**src/rtl/linear_pixel_capture.sv**
```systemverilog
// linear_pixel_capture
//
// Purpose:
//   Captures one frame of ADC samples from a linear image sensor. Each SI
//   pulse starts a capture. After ADC_LAT cycles, one sample per pixel is
//   written into a double-buffered frame memory. The brightest pixel (the
//   laser spot) is tracked while the frame is captured. The last completed
//   frame, its peak index and its peak value are presented to the
//   force-estimation logic.
//
// Ports:
//   sensor_clk  - single clock; all logic is on the rising edge
//   reset       - synchronous, active-high
//   si_pulse    - one-cycle start-integration pulse
//   adc_data    - unsigned pixel sample
//   rd_addr     - read address into the last completed frame
//   rd_data     - registered read data (one cycle after rd_addr)
//   frame_done  - one-cycle pulse when a frame completes
//   peak_index  - pixel index of the maximum in the last completed frame
//   peak_value  - maximum value in the last completed frame
//   frame_count - count of completed frames (wraps)
//   busy        - high while waiting on the ADC pipeline or capturing
//   overrun     - one-cycle pulse when si_pulse aborts a frame in progress
//
// Optional feature (macro PEAK_THRESHOLD_EN):
//   Adds the input peak_thresh and the output peak_valid. When the frame
//   completes, peak_valid shows whether the frame maximum reached the
//   threshold. The peak outputs only update when peak_valid is set.

module linear_pixel_capture #(
    parameter int NPIX    = 128,
    parameter int ADDR_W  = 7,
    parameter int ADC_W   = 12,
    parameter int ADC_LAT = 2,
    parameter int CNT_W   = 16
) (
    input  logic              sensor_clk,
    input  logic              reset,
    input  logic              si_pulse,
    input  logic [ADC_W-1:0]  adc_data,
    input  logic [ADDR_W-1:0] rd_addr,
    output logic [ADC_W-1:0]  rd_data,
    output logic              frame_done,
    output logic [ADDR_W-1:0] peak_index,
    output logic [ADC_W-1:0]  peak_value,
    output logic [CNT_W-1:0]  frame_count,
    output logic              busy,
    output logic              overrun
`ifdef PEAK_THRESHOLD_EN
    , input  logic [ADC_W-1:0] peak_thresh
    , output logic             peak_valid
`endif
);

    localparam int LAT_W = (ADC_LAT > 1) ? $clog2(ADC_LAT) : 1;
    localparam logic [ADDR_W-1:0] LAST_PIX = ADDR_W'(NPIX - 1);
    // Memory is addressed as {bank, pixel}, so each bank spans the full
    // pixel address range even when NPIX is not a power of two.
    localparam int DEPTH = 2 ** (ADDR_W + 1);

    typedef enum logic [1:0] {IDLE, WAIT, CAPTURE, DONE} state_t;

    state_t             state_q, state_d;
    logic [LAT_W-1:0]   lat_cnt_q, lat_cnt_d;
    logic [ADDR_W-1:0]  pix_q, pix_d;
    logic [ADC_W-1:0]   max_val_q, max_val_d;
    logic [ADDR_W-1:0]  max_idx_q, max_idx_d;
    logic               rd_bank_q, rd_bank_d;
    logic               frame_done_q, frame_done_d;
    logic [ADDR_W-1:0]  peak_index_q, peak_index_d;
    logic [ADC_W-1:0]   peak_value_q, peak_value_d;
    logic [CNT_W-1:0]   frame_count_q, frame_count_d;
    logic               busy_q, busy_d;
    logic               overrun_q, overrun_d;
    logic               start;
    logic               wr_en;
    logic [ADC_W-1:0]   rd_data_q;
`ifdef PEAK_THRESHOLD_EN
    logic               peak_valid_q, peak_valid_d;
`endif

    logic [ADC_W-1:0]   mem [DEPTH];

    // Next-state and next-output logic for the capture sequencer.
    always_comb begin
        state_d       = state_q;
        lat_cnt_d     = lat_cnt_q;
        pix_d         = pix_q;
        max_val_d     = max_val_q;
        max_idx_d     = max_idx_q;
        rd_bank_d     = rd_bank_q;
        frame_done_d  = 1'b0;
        peak_index_d  = peak_index_q;
        peak_value_d  = peak_value_q;
        frame_count_d = frame_count_q;
        overrun_d     = 1'b0;
        start         = 1'b0;
`ifdef PEAK_THRESHOLD_EN
        peak_valid_d  = peak_valid_q;
`endif

        case (state_q)
            IDLE: begin
                if (si_pulse) start = 1'b1;
            end
            WAIT: begin
                if (si_pulse) begin
                    start     = 1'b1;
                    overrun_d = 1'b1;
                end else if (int'(lat_cnt_q) == ADC_LAT - 1) begin
                    state_d = CAPTURE;
                    pix_d   = '0;
                end else begin
                    lat_cnt_d = lat_cnt_q + LAT_W'(1);
                end
            end
            CAPTURE: begin
                if (si_pulse) begin
                    start     = 1'b1;
                    overrun_d = 1'b1;
                end else begin
                    // Pixel 0 seeds the running maximum; later pixels must be
                    // strictly greater so the first of equal peaks is kept.
                    if (pix_q == '0 || adc_data > max_val_q) begin
                        max_val_d = adc_data;
                        max_idx_d = pix_q;
                    end
                    pix_d = pix_q + ADDR_W'(1);
                    if (pix_q == LAST_PIX) state_d = DONE;
                end
            end
            DONE: begin
                frame_done_d  = 1'b1;
                frame_count_d = frame_count_q + CNT_W'(1);
                rd_bank_d     = ~rd_bank_q;
`ifdef PEAK_THRESHOLD_EN
                peak_valid_d  = (max_val_q >= peak_thresh);
                if (peak_valid_d) begin
                    peak_index_d = max_idx_q;
                    peak_value_d = max_val_q;
                end
`else
                peak_index_d  = max_idx_q;
                peak_value_d  = max_val_q;
`endif
                state_d       = IDLE;
                // An SI landing here still lets this frame complete.
                if (si_pulse) start = 1'b1;
            end
        endcase

        // A new SI restarts capture with identical timing from any state.
        if (start) begin
            state_d   = (ADC_LAT == 0) ? CAPTURE : WAIT;
            lat_cnt_d = '0;
            pix_d     = '0;
        end

        busy_d = (state_d == WAIT) || (state_d == CAPTURE);
    end

    // State and registered outputs; reset wipes any partial frame.
    always_ff @(posedge sensor_clk) begin
        if (reset) begin
            state_q       <= IDLE;
            lat_cnt_q     <= '0;
            pix_q         <= '0;
            max_val_q     <= '0;
            max_idx_q     <= '0;
            rd_bank_q     <= 1'b1;
            frame_done_q  <= 1'b0;
            peak_index_q  <= '0;
            peak_value_q  <= '0;
            frame_count_q <= '0;
            busy_q        <= 1'b0;
            overrun_q     <= 1'b0;
`ifdef PEAK_THRESHOLD_EN
            peak_valid_q  <= 1'b0;
`endif
        end else begin
            state_q       <= state_d;
            lat_cnt_q     <= lat_cnt_d;
            pix_q         <= pix_d;
            max_val_q     <= max_val_d;
            max_idx_q     <= max_idx_d;
            rd_bank_q     <= rd_bank_d;
            frame_done_q  <= frame_done_d;
            peak_index_q  <= peak_index_d;
            peak_value_q  <= peak_value_d;
            frame_count_q <= frame_count_d;
            busy_q        <= busy_d;
            overrun_q     <= overrun_d;
`ifdef PEAK_THRESHOLD_EN
            peak_valid_q  <= peak_valid_d;
`endif
        end
    end

    // The write bank is always the bank opposite the read bank.
    assign wr_en = (state_q == CAPTURE) && !si_pulse;

    // Frame memory: one write port and one registered read port. The read
    // uses the bank before any swap, so a read in the DONE cycle sees the
    // old frame.
    always_ff @(posedge sensor_clk) begin
        if (wr_en) mem[{~rd_bank_q, pix_q}] <= adc_data;
        if (reset) rd_data_q <= '0;
        else       rd_data_q <= mem[{rd_bank_q, rd_addr}];
    end

    assign rd_data     = rd_data_q;
    assign frame_done  = frame_done_q;
    assign peak_index  = peak_index_q;
    assign peak_value  = peak_value_q;
    assign frame_count = frame_count_q;
    assign busy        = busy_q;
    assign overrun     = overrun_q;
`ifdef PEAK_THRESHOLD_EN
    assign peak_valid  = peak_valid_q;
`endif

endmodule

```
**config.mk**
```make
export PLATFORM = sky130hd
export DESIGN_NAME = linear_pixel_capture
export DESIGN_NICKNAME = d
export VERILOG_FILES = /design/src/rtl/linear_pixel_capture.sv
export SDC_FILE = /design/constraint.sdc
export NUM_CORES = 2
export LEC_CHECK = 0
export ABC_CLOCK_PERIOD_IN_PS = 5000
export CORE_MARGIN = 1.5
export CORE_UTILIZATION = 55
export CTS_BUF_LIST = sky130_fd_sc_hd__clkbuf_4
export CTS_CLUSTER_DIAMETER = 50
export CTS_CLUSTER_SIZE = 12
export DETAILED_ROUTE_END_ITERATION = 10
export PLACE_DENSITY = 0.71
export SKIP_LAST_GASP = 1
export SYNTH_ARGS = -nofsm -noshare
export SYNTH_HDL_FRONTEND = slang
export SYNTH_SLANG_ARGS = --single-unit
```
**constraint.sdc**
```tcl
create_clock -name sensor_clk -period 5 [get_ports sensor_clk]
set_input_delay 1 -clock sensor_clk [delete_from_list [all_inputs] [get_ports sensor_clk]]
set_output_delay 1 -clock sensor_clk [all_outputs]
set_load 0.05 [all_outputs]
```
# --- After elaboration in Yosys (flattened, before gate mapping) ---
# Memory sizes are Yosys's and may differ from the RTL's. A register that Yosys moved wholly into a read port is not among the register bits.
# Cells that the tools add are included.
totals:
  romBits: 0
  ramBits: 3072
  register_bits: 68
  out_inout_bits: 50
  elab_cells: 59
  latch_bits: 0
  n_memories: 1
  input_bits: 22
memory_table:
  columns: ["name", "words", "word_bits", "rd", "rd_ports_with_merged_regs", "write_ports", "line_no", "text"]
  rows:
  - ["mem", 256, 12, 1, 1, 1, "82", "logic [ADC_W-1:0] mem [DEPTH];"]
classes:
  n_mul: 0
  n_addsub: 3
  n_reduce_logical: 14
  div: 0
  n_bitwise: 3
  shift: 0
  n_eq_ne: 9
  mux: 16
  n_lt_le_gt_ge: 1
op_table:
  columns: ["cell", "count"]
  rows:
  - ["7-bit two-way mux", 3]
  - ["16-bit by 1-bit adder with 16-bit output (second input constant)", 1]
  - ["7-bit one-hot mux with 2 select lines", 1]
  - ["12-bit greater-than comparator", 1]
  - ["2-bit two-way mux", 5]
  - ["7-bit by 1-bit adder with 7-bit output (second input constant)", 1]
  - ["7-bit == test (second input constant)", 1]
  - ["7-bit zero test", 1]
  - ["2-bit == test (second input constant)", 3]
  - ["1-bit two-way mux", 6]
  - ["2-bit inequality test (second input constant)", 3]
  - ["2-bit one-hot mux with 3 select lines", 1]
  - ["2-bit OR reduction", 3]
  - ["2-bit by 1-bit == test with 1-bit output (second input constant)", 2]
  - ["4-bit AND reduction", 1]
  - ["4-bit OR reduction", 1]
  - ["1-bit inverter", 3]
  - ["3-bit AND reduction", 1]
  - ["2-bit zero test", 1]
  - ["1-bit logical OR", 2]
  - ["2-bit AND reduction", 1]
  - ["2-bit nonzero test", 1]
  - ["1-bit adder (second input constant)", 1]
  - ["1-bit logical AND", 1]
  - ["1-bit zero test", 1]

# --- Longest topological paths before layout ---
logic_depth:
  ltp_word: 7
  mapped_depth: 13
  mapped_depth_nobuf: 9

# --- Least setup slack after synthesis ---
# Ideal clock, no wire load.
synth_path:
  kind: "input to register"
  startpoint: "input port rd_addr[0]"
  endpoint: "register rd_data_q[6] (netlist: rd_data[6]), read port of mem"
  setup_slack_ps: 1932
  path_stages: 8
  arrival_ps: 2946
  cell_sequence: "buf_6 > buf_8 > buf_6 > buf_2 > mux4_2 > mux4_2 > a22oi_1 > o31ai_1"
synth_rtl:
  columns: ["element", "line_no", "text"]
  rows:
  - ["from (decl)", "41", "input logic [ADDR_W-1:0] rd_addr,"]
  - ["to (decl)", "77", "logic [ADC_W-1:0] rd_data_q;"]

# --- Worst setup path after layout ---
layout_path:
  startpoint: "register rd_data_q[5] (netlist: rd_data[5]), read port of mem"
  endpoint: "output port rd_data[5]"
layout_rtl:
  columns: ["element", "line_no", "text"]
  rows:
  - ["to (decl)", "42", "output logic [ADC_W-1:0] rd_data,"]
# No word-level cell between the ends.

==> metrics <==
DR vias=62.0k; Int Power=33.9 mW; Skew-Pair Late Insertion Delay=1.48 ns; final cycle utilization of the critical path=80.5%; Post-synth EDFFs=3072; first-pass GRT wire length=440000 um; CTS tree=yes; largest net degree at the start of global routing=165; # rows=173; Pwr Density=330 nW/um2; Syn-to-layout area delta=7.61%; setup TNS=0 ns; worst-margin pin slew=1.29 ns; vias in the first global route=61.0k; Net Count, Synth=5877; switching power total=9.71 mW; Worst EP required=4.00 ns; Cell Area, Synth=123000 um2; final antenna-violating net count=0; initial antenna violation count=9; total routed wirelength=308000 um; cell count after synthesis=5833; Max-Cap Viols=0; Clk pwr share=27.7%; CP max stage cell=clkdlybuf4s50_1; sequential share of the synthesized area=76.4%; synth unique cells=73; Die Width=476 um; Comb pwr share=5.9%; Routed WL per cell=32.6 um; RSZ-0062 raised after global routing=no; CTS Sinks=3152; Final setup viols=0; worst setup path category=reg -> out; CTS resizes=0; DRC Markers=0; clk buf depth=4; Pleak=41.5 nW; share of layout cells above drive strength 1=24.1%; H-tree Lvls=5; WP buf/inv=1; WP data arrival=3.02 ns; Clock Skew=0.145 ns; Vias/cell=6.57; max-slew violations=0; Core ar.=222000 um2; Slew headroom=13.5%; CP max FO=1; VDD IR max=232 uV; Post-CTS Setup Bufs=0; routability cong.=0.953; 1st-iter DRT viols=8315; synthesized flop and latch total=3152; status=finished, final reports clean; Yosys Warn Count=0; Root Buffer=clkbuf_4; HPWL Detailed=193000 um; Mapped Avg Cell Area=21.1 um2; top_reg_cell synth=edfxtp_1; Fin Hold WS=0.408 ns; GRT overflow=0; Fmax achieved=249 MHz; min-delay worst type=in -> reg; I/O pin count=72; DIE HEIGHT=476 um; Flop pwr share=66.4%; cells along the critical path=clkdlybuf4s50_1; Critical Path Sink Type=output pin; Initial Utilization=55.3%; total CTS buffers=327; clock-pin slew on the worst setup and hold paths=0.11 ns; drt pass-1 iters=6; Crit path max-delay family=buffers and inverters; final worst path period need=4.02 ns; Hold Vio Cnt, Final=0; I/O Buffers=71; Die ar.=226000 um2; Sw Share=22.3%; final net count=6405; slowest cell delay on critical path=0.94 ns; async set-or-reset flop fraction in the synthesized netlist=0%; global-route usage over all layers=27.4%; Worst Setup Start Kind=flop
-- metal layers --
layer | GRT usage (%) | vias to the layer above | routed length (um)
li1 | - | 25300 | -
met1 | 39.3 | 32400 | 117000
met2 | 41.4 | 3657 | 142000
met3 | 6.15 | 613 | 34500
met4 | 11.1 | 7 | 13600
met5 | 0 | - | 60
-- stage by stage --
step	setup WS [ns]	power (mW)	cell area (um2)	utilization, %	cells
after floorplan	1.93	31.0	123000	-	5833
after global placement	0.438	32.1	129000	57.9	8994
after detailed placement	0.434	32.1	129000	57.9	8994
after CTS	0.858	43.8	132000	59.5	9443
after global routing	0.952	44.9	132000	59.5	9447
final	0.976	43.6	132000	59.5	9448
-- power groups by stage --
stage                     logic, mW  registers [mW]  clock network (mW)
after floorplan                1.37            29.6                   0
after global placement         2.51            29.6                   0
after detailed placement       2.55            29.6                   0
after CTS                      2.57            29.0                12.3
after global routing           2.68            29.0                13.3
final                          2.57            29.0                12.1
-- repair_timing --
item / CTS / global route
setup endpoints to repair: 0 / 0
hold buffers: 13 / 0
hold endpoints to repair: 363 / 0
-- cells in the final DEF (no fill, tap or decap), types with 19 or more instances in the layout --
cell / Yosys / routed
buf_12: 20 / 32
dfxtp_1: 80 / 80
ha_1: 22 / 22
a31oi_1: 23 / 22
nor2_1: 354 / 350
o21ai_0: 89 / 89
nor3_1: 46 / 45
edfxtp_1: 3072 / 3072
clkbuf_4: 1 / 385
nand2_1: 152 / 151
nand3_1: 52 / 52
o221ai_1: 129 / 129
a22oi_1: 31 / 31
o22ai_1: 85 / 85
mux4_1: 53 / 53
mux4_2: 631 / 631
buf_4: 29 / 430
mux2i_1: 341 / 341
a21oi_1: 100 / 100
o31ai_1: 19 / 19
nand4_1: 19 / 19
clkdlybuf4s50_1: 0 / 54
-- worst paths after layout --
path,from,end,slack (ns),depth (start not counted)
worst max-delay path,rd_data[5]$_SDFF_PP0_,rd_data[5],0.98,1
worst min-delay path,si_pulse,overrun$_SDFF_PP0_,0.41,2
worst max register to register,pix_q[4]$_SDFFE_PP0P_,mem[85][8]$_DFFE_PP_,1.45,4
worst min register to register,rd_bank_q$_SDFFE_PP1P_,rd_bank_q$_SDFFE_PP1P_,0.51,2
-- state kept, by name, indices dropped and copies added (netlist names) --
register     flops
rd_bank_q        1
lat_cnt_q        1
mem           3072
frame_count     16
overrun          1
state_q          2
pix_q            7
max_idx_q        7
busy             1
frame_done       1
peak_index       7
max_val_q       12
rd_data         12
peak_value      12
-- cell type report --
| cell class | count | area (um2) |
|---|---|---|
| Antenna cell | 5 | 12.5 |
| Clock buffer | 385 | 2890 |
| Clock inverter | 51 | 518 |
| Fill cell | 15900 | 89900 |
| Inverter | 20 | 85.1 |
| Multi-Input combinational cell | 2315 | 26300 |
| Sequential cell | 3152 | 93900 |
| Tap cell | 2975 | 3720 |
| Timing Repair Buffer | 545 | 4770 |
-- cell usage after synthesis (5+ instances only) --
library cell  count  area share (%)
clkbuf_1        127            0.39
buf_12           20            0.33
o2111ai_1        11           0.078
buf_6            50            0.46
mux4_1           53             1.1
o221ai_1        129            0.92
buf_4            29            0.18
and2_1            9           0.046
a21oi_1         100            0.41
and2_0            5           0.025
edfxtp_1       3072              75
nand2_1         152            0.46
and3_1            5           0.025
o211ai_1          8           0.049
or4_1            11           0.067
o31ai_1          19            0.12
o22ai_1          85            0.43
xnor2_1           8           0.057
a22oi_1          31            0.19
or3b_2            6           0.043
o21ai_1           5           0.020
dfxtp_1          80             1.3
a31oi_1          23            0.12
mux2i_1         341             2.8
o21ai_0          89            0.36
clkbuf_8         15            0.17
xor2_1           13           0.093
nand3_1          52            0.21
or3_1            14           0.071
buf_8            24            0.29
buf_2            61            0.25
buf_1            13           0.040
ha_1             22            0.22
nor2b_1          11           0.056
nor3_1           46            0.19
nand4_1          19           0.097
inv_1            19           0.058
mux4_2          631              12
nor2_1          354             1.1
a31o_1            7           0.050
-- cell families after synthesis --
group | count (synthesis) | synth area share, %
flops | 3152 | 76.4
mux | 1025 | 15.5
simple gates | 704 | 2.50
compound gates | 543 | 3.01
buf+inv | 366 | 2.20
fa+ha+maj | 22 | 0.224
xor+xnor | 21 | 0.150
(Power assumes the default switching activity.)
